--- config.mk ---
export PLATFORM = sky130hd
export DESIGN_NAME = alu_rs_flat
export DESIGN_NICKNAME = d
export VERILOG_FILES = /design/src/rtl/alu_rs_if.sv /design/src/rtl/alu_rs.sv /design/src/flat_wrapper.sv
export SDC_FILE = /design/constraint.sdc
export NUM_CORES = 2
export LEC_CHECK = 0
export BUFFER_PORTS_ARGS = -buffer_cell sky130_fd_sc_hd__buf_2
export CORE_UTILIZATION = 50
export CTS_CLUSTER_SIZE = 12
export DETAILED_ROUTE_END_ITERATION = 10
export HOLD_SLACK_MARGIN = 0.12
export PLACE_DENSITY = 0.69
export SYNTH_ARGS = -nofsm -noshare
export SYNTH_HDL_FRONTEND = slang
export SYNTH_SLANG_ARGS = --single-unit
--- constraint.sdc ---
create_clock -name clk_in -period 4.35 [get_ports clk_in]
set_clock_uncertainty 0.2 [all_clocks]
set_input_delay 0.87 -clock clk_in [delete_from_list [all_inputs] [get_ports clk_in]]
set_output_delay 0.87 -clock clk_in [all_outputs]
set_load 0.1 [all_outputs]
--- src/rtl/alu_rs_if.sv ---
// rtl/alu_rs_if.sv - issue, CDB, ALU and broadcast bus of the ALU reservation station
interface alu_rs_if #(
    parameter int ROB_WIDTH = 4,
    parameter int RS_WIDTH  = 2
) ();
    logic                 rdy_in;
    logic                 clear;
    logic                 issue_valid;
    logic [3:0]           issue_op;
    logic                 issue_qj_busy;
    logic [ROB_WIDTH-1:0] issue_qj;
    logic [31:0]          issue_vj;
    logic                 issue_qk_busy;
    logic [ROB_WIDTH-1:0] issue_qk;
    logic [31:0]          issue_vk;
    logic [ROB_WIDTH-1:0] issue_rob;
    logic                 rs_full;
    logic                 cdb_valid;
    logic [ROB_WIDTH-1:0] cdb_rob;
    logic [31:0]          cdb_value;
    logic                 alu_cal;
    logic [31:0]          alu_a;
    logic [31:0]          alu_b;
    logic [3:0]           alu_op;
    logic [RS_WIDTH-1:0]  alu_index;
    logic                 alu_done;
    logic [RS_WIDTH-1:0]  alu_done_index;
    logic [31:0]          alu_result;
    logic                 out_valid;
    logic [ROB_WIDTH-1:0] out_rob;
    logic [31:0]          out_value;

    modport master (
        output rdy_in, clear, issue_valid, issue_op, issue_qj_busy, issue_qj, issue_vj,
               issue_qk_busy, issue_qk, issue_vk, issue_rob, cdb_valid, cdb_rob, cdb_value,
               alu_done, alu_done_index, alu_result,
        input  rs_full, alu_cal, alu_a, alu_b, alu_op, alu_index, out_valid, out_rob, out_value
    );

    modport slave (
        input  rdy_in, clear, issue_valid, issue_op, issue_qj_busy, issue_qj, issue_vj,
               issue_qk_busy, issue_qk, issue_vk, issue_rob, cdb_valid, cdb_rob, cdb_value,
               alu_done, alu_done_index, alu_result,
        output rs_full, alu_cal, alu_a, alu_b, alu_op, alu_index, out_valid, out_rob, out_value
    );
endinterface

--- src/rtl/alu_rs.sv ---
// rtl/alu_rs.sv - ALU reservation station; define ALU_RS_PERF_EN for dispatch/full counters
module alu_rs #(
    parameter int ROB_WIDTH = 4,
    parameter int RS_WIDTH  = 2
) (
    input  logic        clk_in,
    input  logic        rst_in,
`ifdef ALU_RS_PERF_EN
    output logic [31:0] perf_dispatch,
    output logic [31:0] perf_full,
`endif
    alu_rs_if.slave     bus
);
    localparam int RS_SIZE = 1 << RS_WIDTH;

    typedef enum logic [1:0] {ST_FREE, ST_WAIT, ST_EXEC} state_t;

    state_t               state  [RS_SIZE];
    logic [3:0]           op_q   [RS_SIZE];
    logic                 busy_j [RS_SIZE];
    logic [ROB_WIDTH-1:0] qj     [RS_SIZE];
    logic [31:0]          vj     [RS_SIZE];
    logic                 busy_k [RS_SIZE];
    logic [ROB_WIDTH-1:0] qk     [RS_SIZE];
    logic [31:0]          vk     [RS_SIZE];
    logic [ROB_WIDTH-1:0] rob    [RS_SIZE];

    logic                 pend_valid;
    logic [RS_WIDTH-1:0]  pend_index;
    logic [31:0]          pend_result;

    logic                 alu_cal_q;
    logic [31:0]          alu_a_q;
    logic [31:0]          alu_b_q;
    logic [3:0]           alu_op_q;
    logic [RS_WIDTH-1:0]  alu_index_q;
    logic                 out_valid_q;
    logic [ROB_WIDTH-1:0] out_rob_q;
    logic [31:0]          out_value_q;

    logic                 cdb_valid;
    logic [ROB_WIDTH-1:0] cdb_rob;
    logic [31:0]          cdb_value;

    logic                 free_found;
    logic [RS_WIDTH-1:0]  free_idx;
    logic                 ready_found;
    logic [RS_WIDTH-1:0]  ready_idx;

    assign cdb_valid = bus.cdb_valid;
    assign cdb_rob   = bus.cdb_rob;
    assign cdb_value = bus.cdb_value;

    assign bus.rs_full   = ~free_found;
    assign bus.alu_cal   = alu_cal_q;
    assign bus.alu_a     = alu_a_q;
    assign bus.alu_b     = alu_b_q;
    assign bus.alu_op    = alu_op_q;
    assign bus.alu_index = alu_index_q;
    assign bus.out_valid = out_valid_q;
    assign bus.out_rob   = out_rob_q;
    assign bus.out_value = out_value_q;

    // Operand capture from either broadcast bus; the external CDB is checked last so it wins.
    function automatic logic [32:0] snoop(input logic busy, input logic [ROB_WIDTH-1:0] tag,
                                          input logic [31:0] val);
        logic [32:0] res;
        res = {busy, val};
        if (busy && out_valid_q && (out_rob_q == tag))
            res = {1'b0, out_value_q};
        if (busy && cdb_valid && (cdb_rob == tag))
            res = {1'b0, cdb_value};
        return res;
    endfunction

    // Lowest-index FREE entry for issue and lowest-index ready WAIT entry for dispatch.
    always_comb begin
        free_found  = 1'b0;
        free_idx    = '0;
        ready_found = 1'b0;
        ready_idx   = '0;
        for (int i = RS_SIZE - 1; i >= 0; i--) begin
            if (state[i] == ST_FREE) begin
                free_found = 1'b1;
                free_idx   = RS_WIDTH'(i);
            end
            if ((state[i] == ST_WAIT) && !busy_j[i] && !busy_k[i]) begin
                ready_found = 1'b1;
                ready_idx   = RS_WIDTH'(i);
            end
        end
    end

    // Entry lifecycle: issue, operand wakeup, dispatch, completion broadcast and stall buffering.
    always_ff @(posedge clk_in) begin
        if (!rst_in) begin
            for (int i = 0; i < RS_SIZE; i++) begin
                state[i]  <= ST_FREE;
                op_q[i]   <= '0;
                busy_j[i] <= 1'b0;
                qj[i]     <= '0;
                vj[i]     <= '0;
                busy_k[i] <= 1'b0;
                qk[i]     <= '0;
                vk[i]     <= '0;
                rob[i]    <= '0;
            end
            pend_valid  <= 1'b0;
            pend_index  <= '0;
            pend_result <= '0;
            alu_cal_q   <= 1'b0;
            alu_a_q     <= '0;
            alu_b_q     <= '0;
            alu_op_q    <= '0;
            alu_index_q <= '0;
            out_valid_q <= 1'b0;
            out_rob_q   <= '0;
            out_value_q <= '0;
        end else if (!bus.rdy_in) begin
            // Stalled: only an in-flight ALU result is parked for later broadcast.
            alu_cal_q <= 1'b0;
            if (bus.alu_done) begin
                pend_valid  <= 1'b1;
                pend_index  <= bus.alu_done_index;
                pend_result <= bus.alu_result;
            end
        end else if (bus.clear) begin
            for (int i = 0; i < RS_SIZE; i++)
                state[i] <= ST_FREE;
            alu_cal_q   <= 1'b0;
            out_valid_q <= 1'b0;
            pend_valid  <= 1'b0;
        end else begin
            for (int i = 0; i < RS_SIZE; i++) begin
                if (state[i] == ST_WAIT) begin
                    {busy_j[i], vj[i]} <= snoop(busy_j[i], qj[i], vj[i]);
                    {busy_k[i], vk[i]} <= snoop(busy_k[i], qk[i], vk[i]);
                end
            end

            if (bus.issue_valid && free_found) begin
                state[free_idx] <= ST_WAIT;
                op_q[free_idx]  <= bus.issue_op;
                qj[free_idx]    <= bus.issue_qj;
                qk[free_idx]    <= bus.issue_qk;
                rob[free_idx]   <= bus.issue_rob;
                {busy_j[free_idx], vj[free_idx]} <= snoop(bus.issue_qj_busy, bus.issue_qj, bus.issue_vj);
                {busy_k[free_idx], vk[free_idx]} <= snoop(bus.issue_qk_busy, bus.issue_qk, bus.issue_vk);
            end

            alu_cal_q <= ready_found;
            if (ready_found) begin
                alu_a_q          <= vj[ready_idx];
                alu_b_q          <= vk[ready_idx];
                alu_op_q         <= op_q[ready_idx];
                alu_index_q      <= ready_idx;
                state[ready_idx] <= ST_EXEC;
            end

            if (pend_valid) begin
                out_valid_q       <= 1'b1;
                out_rob_q         <= rob[pend_index];
                out_value_q       <= pend_result;
                state[pend_index] <= ST_FREE;
                pend_valid        <= 1'b0;
            end else if (bus.alu_done) begin
                out_valid_q                 <= 1'b1;
                out_rob_q                   <= rob[bus.alu_done_index];
                out_value_q                 <= bus.alu_result;
                state[bus.alu_done_index]   <= ST_FREE;
            end else begin
                out_valid_q <= 1'b0;
            end
        end
    end

`ifdef ALU_RS_PERF_EN
    // Dispatch and full-occupancy counters; cleared only by reset, wrap naturally.
    always_ff @(posedge clk_in) begin
        if (!rst_in) begin
            perf_dispatch <= '0;
            perf_full     <= '0;
        end else if (bus.rdy_in) begin
            if (!bus.clear && ready_found)
                perf_dispatch <= perf_dispatch + 32'd1;
            if (!free_found)
                perf_full <= perf_full + 32'd1;
        end
    end
`endif
endmodule

--- src/flat_wrapper.sv ---
// flat-port wrapper written by rule: the top's interface ports become plain ports
module alu_rs_flat 
#(
    parameter int ROB_WIDTH = 4,
    parameter int RS_WIDTH  = 2
)
  (clk_in, rst_in, bus_rdy_in, bus_clear, bus_issue_valid, bus_issue_op, bus_issue_qj_busy, bus_issue_qj, bus_issue_vj, bus_issue_qk_busy, bus_issue_qk, bus_issue_vk, bus_issue_rob, bus_cdb_valid, bus_cdb_rob, bus_cdb_value, bus_alu_done, bus_alu_done_index, bus_alu_result, bus_rs_full, bus_alu_cal, bus_alu_a, bus_alu_b, bus_alu_op, bus_alu_index, bus_out_valid, bus_out_rob, bus_out_value);
  alu_rs_if #(.ROB_WIDTH(ROB_WIDTH), .RS_WIDTH(RS_WIDTH)) bus_i ();
  input  logic clk_in;
  input  logic rst_in;
  input wire logic [$bits(bus_i.rdy_in)-1:0] bus_rdy_in;
  input wire logic [$bits(bus_i.clear)-1:0] bus_clear;
  input wire logic [$bits(bus_i.issue_valid)-1:0] bus_issue_valid;
  input wire logic [$bits(bus_i.issue_op)-1:0] bus_issue_op;
  input wire logic [$bits(bus_i.issue_qj_busy)-1:0] bus_issue_qj_busy;
  input wire logic [$bits(bus_i.issue_qj)-1:0] bus_issue_qj;
  input wire logic [$bits(bus_i.issue_vj)-1:0] bus_issue_vj;
  input wire logic [$bits(bus_i.issue_qk_busy)-1:0] bus_issue_qk_busy;
  input wire logic [$bits(bus_i.issue_qk)-1:0] bus_issue_qk;
  input wire logic [$bits(bus_i.issue_vk)-1:0] bus_issue_vk;
  input wire logic [$bits(bus_i.issue_rob)-1:0] bus_issue_rob;
  input wire logic [$bits(bus_i.cdb_valid)-1:0] bus_cdb_valid;
  input wire logic [$bits(bus_i.cdb_rob)-1:0] bus_cdb_rob;
  input wire logic [$bits(bus_i.cdb_value)-1:0] bus_cdb_value;
  input wire logic [$bits(bus_i.alu_done)-1:0] bus_alu_done;
  input wire logic [$bits(bus_i.alu_done_index)-1:0] bus_alu_done_index;
  input wire logic [$bits(bus_i.alu_result)-1:0] bus_alu_result;
  output wire logic [$bits(bus_i.rs_full)-1:0] bus_rs_full;
  output wire logic [$bits(bus_i.alu_cal)-1:0] bus_alu_cal;
  output wire logic [$bits(bus_i.alu_a)-1:0] bus_alu_a;
  output wire logic [$bits(bus_i.alu_b)-1:0] bus_alu_b;
  output wire logic [$bits(bus_i.alu_op)-1:0] bus_alu_op;
  output wire logic [$bits(bus_i.alu_index)-1:0] bus_alu_index;
  output wire logic [$bits(bus_i.out_valid)-1:0] bus_out_valid;
  output wire logic [$bits(bus_i.out_rob)-1:0] bus_out_rob;
  output wire logic [$bits(bus_i.out_value)-1:0] bus_out_value;
  assign bus_i.rdy_in = bus_rdy_in;
  assign bus_i.clear = bus_clear;
  assign bus_i.issue_valid = bus_issue_valid;
  assign bus_i.issue_op = bus_issue_op;
  assign bus_i.issue_qj_busy = bus_issue_qj_busy;
  assign bus_i.issue_qj = bus_issue_qj;
  assign bus_i.issue_vj = bus_issue_vj;
  assign bus_i.issue_qk_busy = bus_issue_qk_busy;
  assign bus_i.issue_qk = bus_issue_qk;
  assign bus_i.issue_vk = bus_issue_vk;
  assign bus_i.issue_rob = bus_issue_rob;
  assign bus_i.cdb_valid = bus_cdb_valid;
  assign bus_i.cdb_rob = bus_cdb_rob;
  assign bus_i.cdb_value = bus_cdb_value;
  assign bus_i.alu_done = bus_alu_done;
  assign bus_i.alu_done_index = bus_alu_done_index;
  assign bus_i.alu_result = bus_alu_result;
  assign bus_rs_full = bus_i.rs_full;
  assign bus_alu_cal = bus_i.alu_cal;
  assign bus_alu_a = bus_i.alu_a;
  assign bus_alu_b = bus_i.alu_b;
  assign bus_alu_op = bus_i.alu_op;
  assign bus_alu_index = bus_i.alu_index;
  assign bus_out_valid = bus_i.out_valid;
  assign bus_out_rob = bus_i.out_rob;
  assign bus_out_value = bus_i.out_value;
  alu_rs #(.ROB_WIDTH(ROB_WIDTH), .RS_WIDTH(RS_WIDTH)) u_core (.clk_in(clk_in), .rst_in(rst_in), .bus(bus_i));
endmodule
Word-level counts from Yosys, hierarchy flattened
Memories as Yosys holds them, arrays and structs flattened. A register that Yosys moved wholly into a read port is not among the register bits. Cells that the tools add are included. W data, S select, Z words.

Word-level logic and storage cells: 334. Register bits: 403. Memories: 5. Memory bits (writable): 72. Output and inout port bits: 109. Input port bits: 159.

Equality and inequality tests: 24. Muxes and demuxes: 188. Bitwise operators: 10. Reduce and logical (&&, ||, !) cells: 78. Order comparisons: 3.

Memories: u_core.op_q (depth 4, bits a word 4, read ports 1, clocked after memory_dff 1, write ports 4, RTL line alu_rs.sv:19) `logic [3:0] op_q [RS_SIZE];`; u_core.qj (depth 4, bits a word 4, read ports 4, clocked after memory_dff 0, write ports 4, RTL line alu_rs.sv:21) `logic [ROB_WIDTH-1:0] qj [RS_SIZE];`; u_core.qk (depth 4, bits a word 4, read ports 4, clocked after memory_dff 0, write ports 4, RTL line alu_rs.sv:24) `logic [ROB_WIDTH-1:0] qk [RS_SIZE];`; u_core.rob (depth 4, bits a word 4, read ports 2, clocked after memory_dff 1, write ports 4, RTL line alu_rs.sv:26) `logic [ROB_WIDTH-1:0] rob [RS_SIZE];`; u_core.state (depth 4, bits a word 2, read ports 4, clocked after memory_dff 0, write ports 4, RTL line alu_rs.sv:18) `state_t state [RS_SIZE];`.

Operator list (number): $mux W32 (39); $mux W33 (28); $bwmux W128 (2); $mux W128 (2); $bmux W32 S2 (2); $eq A4 B4 Y1 (20); $mux W1 (77); $demux W32 S2 (1); $mux W2 (26); $logic_and A1 B1 Y1 (50); $mux W4 (8); $reduce_or A4 Y1 (4); $reduce_or A2 Y1 (5); $logic_not A1 Y1 (9); $bwmux W4 (2); $eq A2 B1 Y1 const B (4); $logic_not A2 Y1 (4); $ge A3 B3 Y1 const B (2); $not A2 Y3 (2); $reduce_and A3 Y1 (2); $not A1 Y1 (4); $or A1 B1 Y1 (4); $reduce_and A2 Y1 (2); $lt A3 B1 Y1 const B (1); other kinds (3) (3).

Longest topological paths before layout
Depth after elaboration: 14. Mapped depth: 10. Gate-level depth less buffers: 6.

Worst setup path after synthesis
No wires, ideal clock.

Path type: reg2reg. From: mem u_core.state[1][0] (netlist name). To: mem u_core.op_q[0][0] (data pin). Stages on the path, launching flop included: 8. Path buffers: 2. Clock period less this slack: 5.307 ns. Data arrival time: 4.853 ns. Setup slack: -0.957 ns. Data required time: 3.895 ns. Library setup time: 0.255 ns. Path through: dfxtp_1 nor2_1 nor4_1 nor2_1 and3_1 clkbuf_1 clkbuf_1 and2_1.

RTL lines (RTL line): start, declared (alu_rs.sv:18); end, declared (alu_rs.sv:19).

Worst setup path after layout
From: reg u_core.out_rob_q[1] (netlist: u_core.bus.out_rob[1]). To: reg u_core.vj[64] (netlist name).

Longest elaborated chain between the ends: 10. Elaborated cells between the ends (all ways): 18. Those cells by class: eq/ne (2); mux (14); reduce/logical (2).

RTL lines: start, declared (RTL line alu_rs.sv:38) `logic [ROB_WIDTH-1:0] out_rob_q;`; start signal, assigned (RTL line alu_rs.sv:162) `out_rob_q <= rob[pend_index];`; start signal, assigned (RTL line alu_rs.sv:168) `out_rob_q <= rob[bus.alu_done_index];`; $eq A4 B4 Y1 (RTL line alu_rs.sv:69) `if (busy && out_valid_q && (out_rob_q == tag))`; $logic_and A1 B1 Y1 (RTL line alu_rs.sv:69); $mux W33 (RTL line alu_rs.sv:69); $mux W33 (RTL line alu_rs.sv:71) `if (busy && cdb_valid && (cdb_rob == tag))`; $mux W32 / $mux W33 (equally long branches) (RTL line alu_rs.sv:135, alu_rs.sv:141); $mux W32 / $mux W33 (equally long branches) (RTL line alu_rs.sv:127) `end else if (bus.clear) begin`; $mux W32 / $mux W33 (equally long branches) (RTL line alu_rs.sv:119) `end else if (!bus.rdy_in) begin`; $mux W32 / $mux W33 (equally long branches) (RTL line alu_rs.sv:96) `if (!rst_in) begin`; $bwmux W128 (RTL line alu_rs.sv:147) `{busy_j[free_idx], vj[free_idx]} <= snoop(bus.issue_qj_busy, bus.issue_qj, bus.issue_vj);`; $mux W128 (*) (RTL line alu_rs.sv:141) `if (bus.issue_valid && free_found) begin`; end signal, assigned by index (RTL line alu_rs.sv:136) `{busy_j[i], vj[i]} <= snoop(busy_j[i], qj[i], vj[i]);`; end signal, assigned by index (RTL line alu_rs.sv:147); end, declared (RTL line alu_rs.sv:22) `logic [31:0] vj [RS_SIZE];`.

Mark *: on every way between the ends. The rest lies on a longest branch, timed or not. The select of a mux whose other input is x is not followed. A chain may end at the register's enable or synchronous reset.

==> impl_metrics.ini <==
[die]
die_h_um = 232.3
io_pins = 268
core_sq_um = 52450
start_util_pct = 50.58
dieArea_sq_um = 53970
num_rows = 84
die_x_um = 232.3

[global_routing]
grt_use_total_pct = 41.45
grt_pass1_wl_um = 167700
grt_max_degree = 141
grt_overflow = 0
antenna_found_initial = 14
grt_pass1_vias = 25880

[detailed_routing]
wl_per_cell_um = 29.85
drt_iter0_markers = 5284
vias = 27700
drc = 1
ant_nets = 0
wirelength_um = 115300
vias_per_cell = 7.170
firstDrtPassIters = 11

[critical_path]
regToRegSetupSlack_ps = 850
worstPathMaxFanout = 14
cp.required_ps = 4660
worstSetupStartpointType = flip-flop
arrival_ps = 3810
critical_path_class = reg -> reg
end_kind = flip-flop

[synthesis]
yosysWarnings = 0
ys_seq_area_share_pct = 38.72
syn_nets = 3236
postSynthCellCount = 3077
yosysUniqueCellTypes = 72
ys.flop_type = dfxtp_1
netlist_top_cells_area = dfxtp_1, mux2i_1, edfxtp_1
synth-seq-cells = 481
yosysTopAreaCellShare_pct = 31.47
netlist_area_sq_um = 26530
yosysTopAreaCell = dfxtp_1
synth_enable_flop_cells = 64
synth.avg_cell_area_sq_um = 8.621
synthArstFlopShare_pct = 0

[clock_tree]
clock-sinks = 481
path_clk_slew_ps = 60
cts_tree = done
clock_latency_ps = 630
cts.path.max_buffers = 3
holdBufCountCts = 0
cts.htree.levels = 2
cts_buffers = 52
post_cts_buffers = 0
postCtsResizedCells = 0
root_buffer = clkbuf_16

[sta]
setup-tns-final_ps = 0
hold_viol_final = 0
fin_ws_ps = 848.4
tightest_slew_ps = 1327
slew_violations = 0
setup_viol = 0
rsz0062_at_grt = no
fin_crit_ps = 3502
finalCritPeriodShare_pct = 80.50
relSlewSlack_pct = 11.51
fmax_mhz = 285.6

[final_layout]
finish.net_count = 3293
fill_cells = 4618
drive_gt1_share_pct = 17.07
syn_to_final_growth_pct = 13.29
regArea_sq_um = 10270
multiInputGateArea_sq_um = 14850

[power]
p_per_area_nw_per_um2 = 349.3
p_leak_uw = 0.01146
vdd_ir_drop_max_uv = 319.6
power_uw = 10500

[placed_design]
dp_slack_ps = 695.4
gp_congestion = 0.9716
port_buffers = 267
dp_hpwl_um = 71950

[run]
max-cap-violations = 0

[run_status]
violations = design-rule violations
status = finished with violations

[min_path]
min-delay-path-class = reg -> reg
layout make-up:
cell class                      count  share of cell area (%)
Timing Repair Buffer              373                   7.769
Antenna cell                        6                 0.04996
Inverter                           16                  0.2165
Clock buffer                       78                   4.959
Sequential cell                   481                   34.18
Multi-Input combinational cell   2210                   49.42
Clock inverter                     12                  0.5413
Tap cell                          688                   2.865
cell usage in the layout, fill, tap and decap left out, types with 17 or more instances in the layout:
cell type	count
nand4_1	26
o21a_1	18
xnor2_1	28
o32a_1	126
dfxtp_1	416
and2_1	32
buf_2	266
nand2_1	285
nor2_1	138
buf_4	91
edfxtp_1	64
mux2_2	25
o31ai_1	19
xor2_1	43
or3_1	61
o221ai_1	27
nor3_1	60
o22a_1	35
a31oi_1	83
clkbuf_1	18
nand3_1	143
a21oi_1	237
o21ai_0	141
a222oi_1	93
and4_1	19
mux2i_1	204
and3_1	74
o31a_1	17
clkbuf_16	53
a211oi_1	78
Yosys cell counts (all sizes together) (11+ instances only):
cell and instances:
a31oi 84, nand3 145, and3 75, a211oi 86, o221ai 27, nor4 19
o21a 18, o31ai 26, mux2i 204, nand4 26, nor2b 14, buf 95
o32a 126, a21oi 237, o22a 35, xor2 44, clkbuf 275, o2bb2ai 11
mux2 25, and2 33, or2 26, xnor2 28, o21ai 144, nand2 288
nor3 65, dfxtp 417, edfxtp 64, o22ai 16, inv 16, o31a 17
and4 20, a21o 11, or3 62, a222oi 93, nor2 141
sequential cells by signal (all words and copies together), names as in the netlist, 8 cells and up, named ones only:
name,flops
u_core.bus.alu_a,32
u_core.bus.alu_b,32
u_core.bus.out_value,32
u_core.op_q,16
u_core.pend_result,32
u_core.qj,16
u_core.qk,16
u_core.rob,16
u_core.state,8
u_core.vj,128
u_core.vk,128
worst max-delay path, stage by stage (launching register included):
cell and delay (ps):
dfxtp_1 770, xor2_1 140, nor4_1 430, nand3_1 190, buf_4 250, nor3_4 600, buf_4 360, a222oi_1 110
or2_2 330
power breakdown:
group	internal (uW)	switching (uW)	leakage [uW]	total [uW]
sequential	4590	133	0.00403	4730
clock	2580	1930	0.000810	4520
combinational	342	912	0.00663	1250
total	7520	2980	0.0115	10500
layer usage:
| layer | vias to the layer above | GRT usage (%) | share of wire (%) |
|---|---|---|---|
| li1 | 11780 | - | - |
| met1 | 13110 | 53.77 | 37 |
| met2 | 2333 | 58.63 | 41 |
| met3 | 455 | 12.93 | 14 |
| met4 | 20 | 27.82 | 7.4 |
| met5 | - | 0 | 0.10 |
metrics by stage:
step / instances / instance area (sq um) / util, % / hold WS, ps
floorplan: 3077 / 26530 / - / 231.4
global placement: 3768 / 28380 / 54.12 / 240.9
detailed placement: 3768 / 28380 / 54.12 / 246.1
CTS: 3858 / 30040 / 57.27 / 254.3
global route: 3860 / 30040 / 57.28 / 269.7
finish: 3864 / 30050 / 57.30 / 253.2
path summary, 6_finish.rpt:
| path | cells after the start | from | endpoint |
|---|---|---|---|
| setup / recovery | 8 | u_core.bus.out_rob[1] | u_core.vj[64] |
| hold / removal | 2 | u_core.pend_result[2] | u_core.pend_result[2] |
| setup reg to reg | 8 | u_core.bus.out_rob[1] | u_core.vj[64] |
| hold reg to reg | 2 | u_core.pend_result[2] | u_core.pend_result[2] |
cell families (layout without fill, tap and decap cells):
kind of cell	after synthesis	count (layout)	synth area share, %
AOI/OAI and AO/OA	972	972	26.43
and+or+nand+nor	929	929	17.27
DFF	481	481	38.72
buffers and inverters	386	479	5.764
muxes	237	237	9.439
xor gates and xnor gates	72	72	2.377
other	0	6	0
No activity file was read; power rests on OpenSTA's default activity.
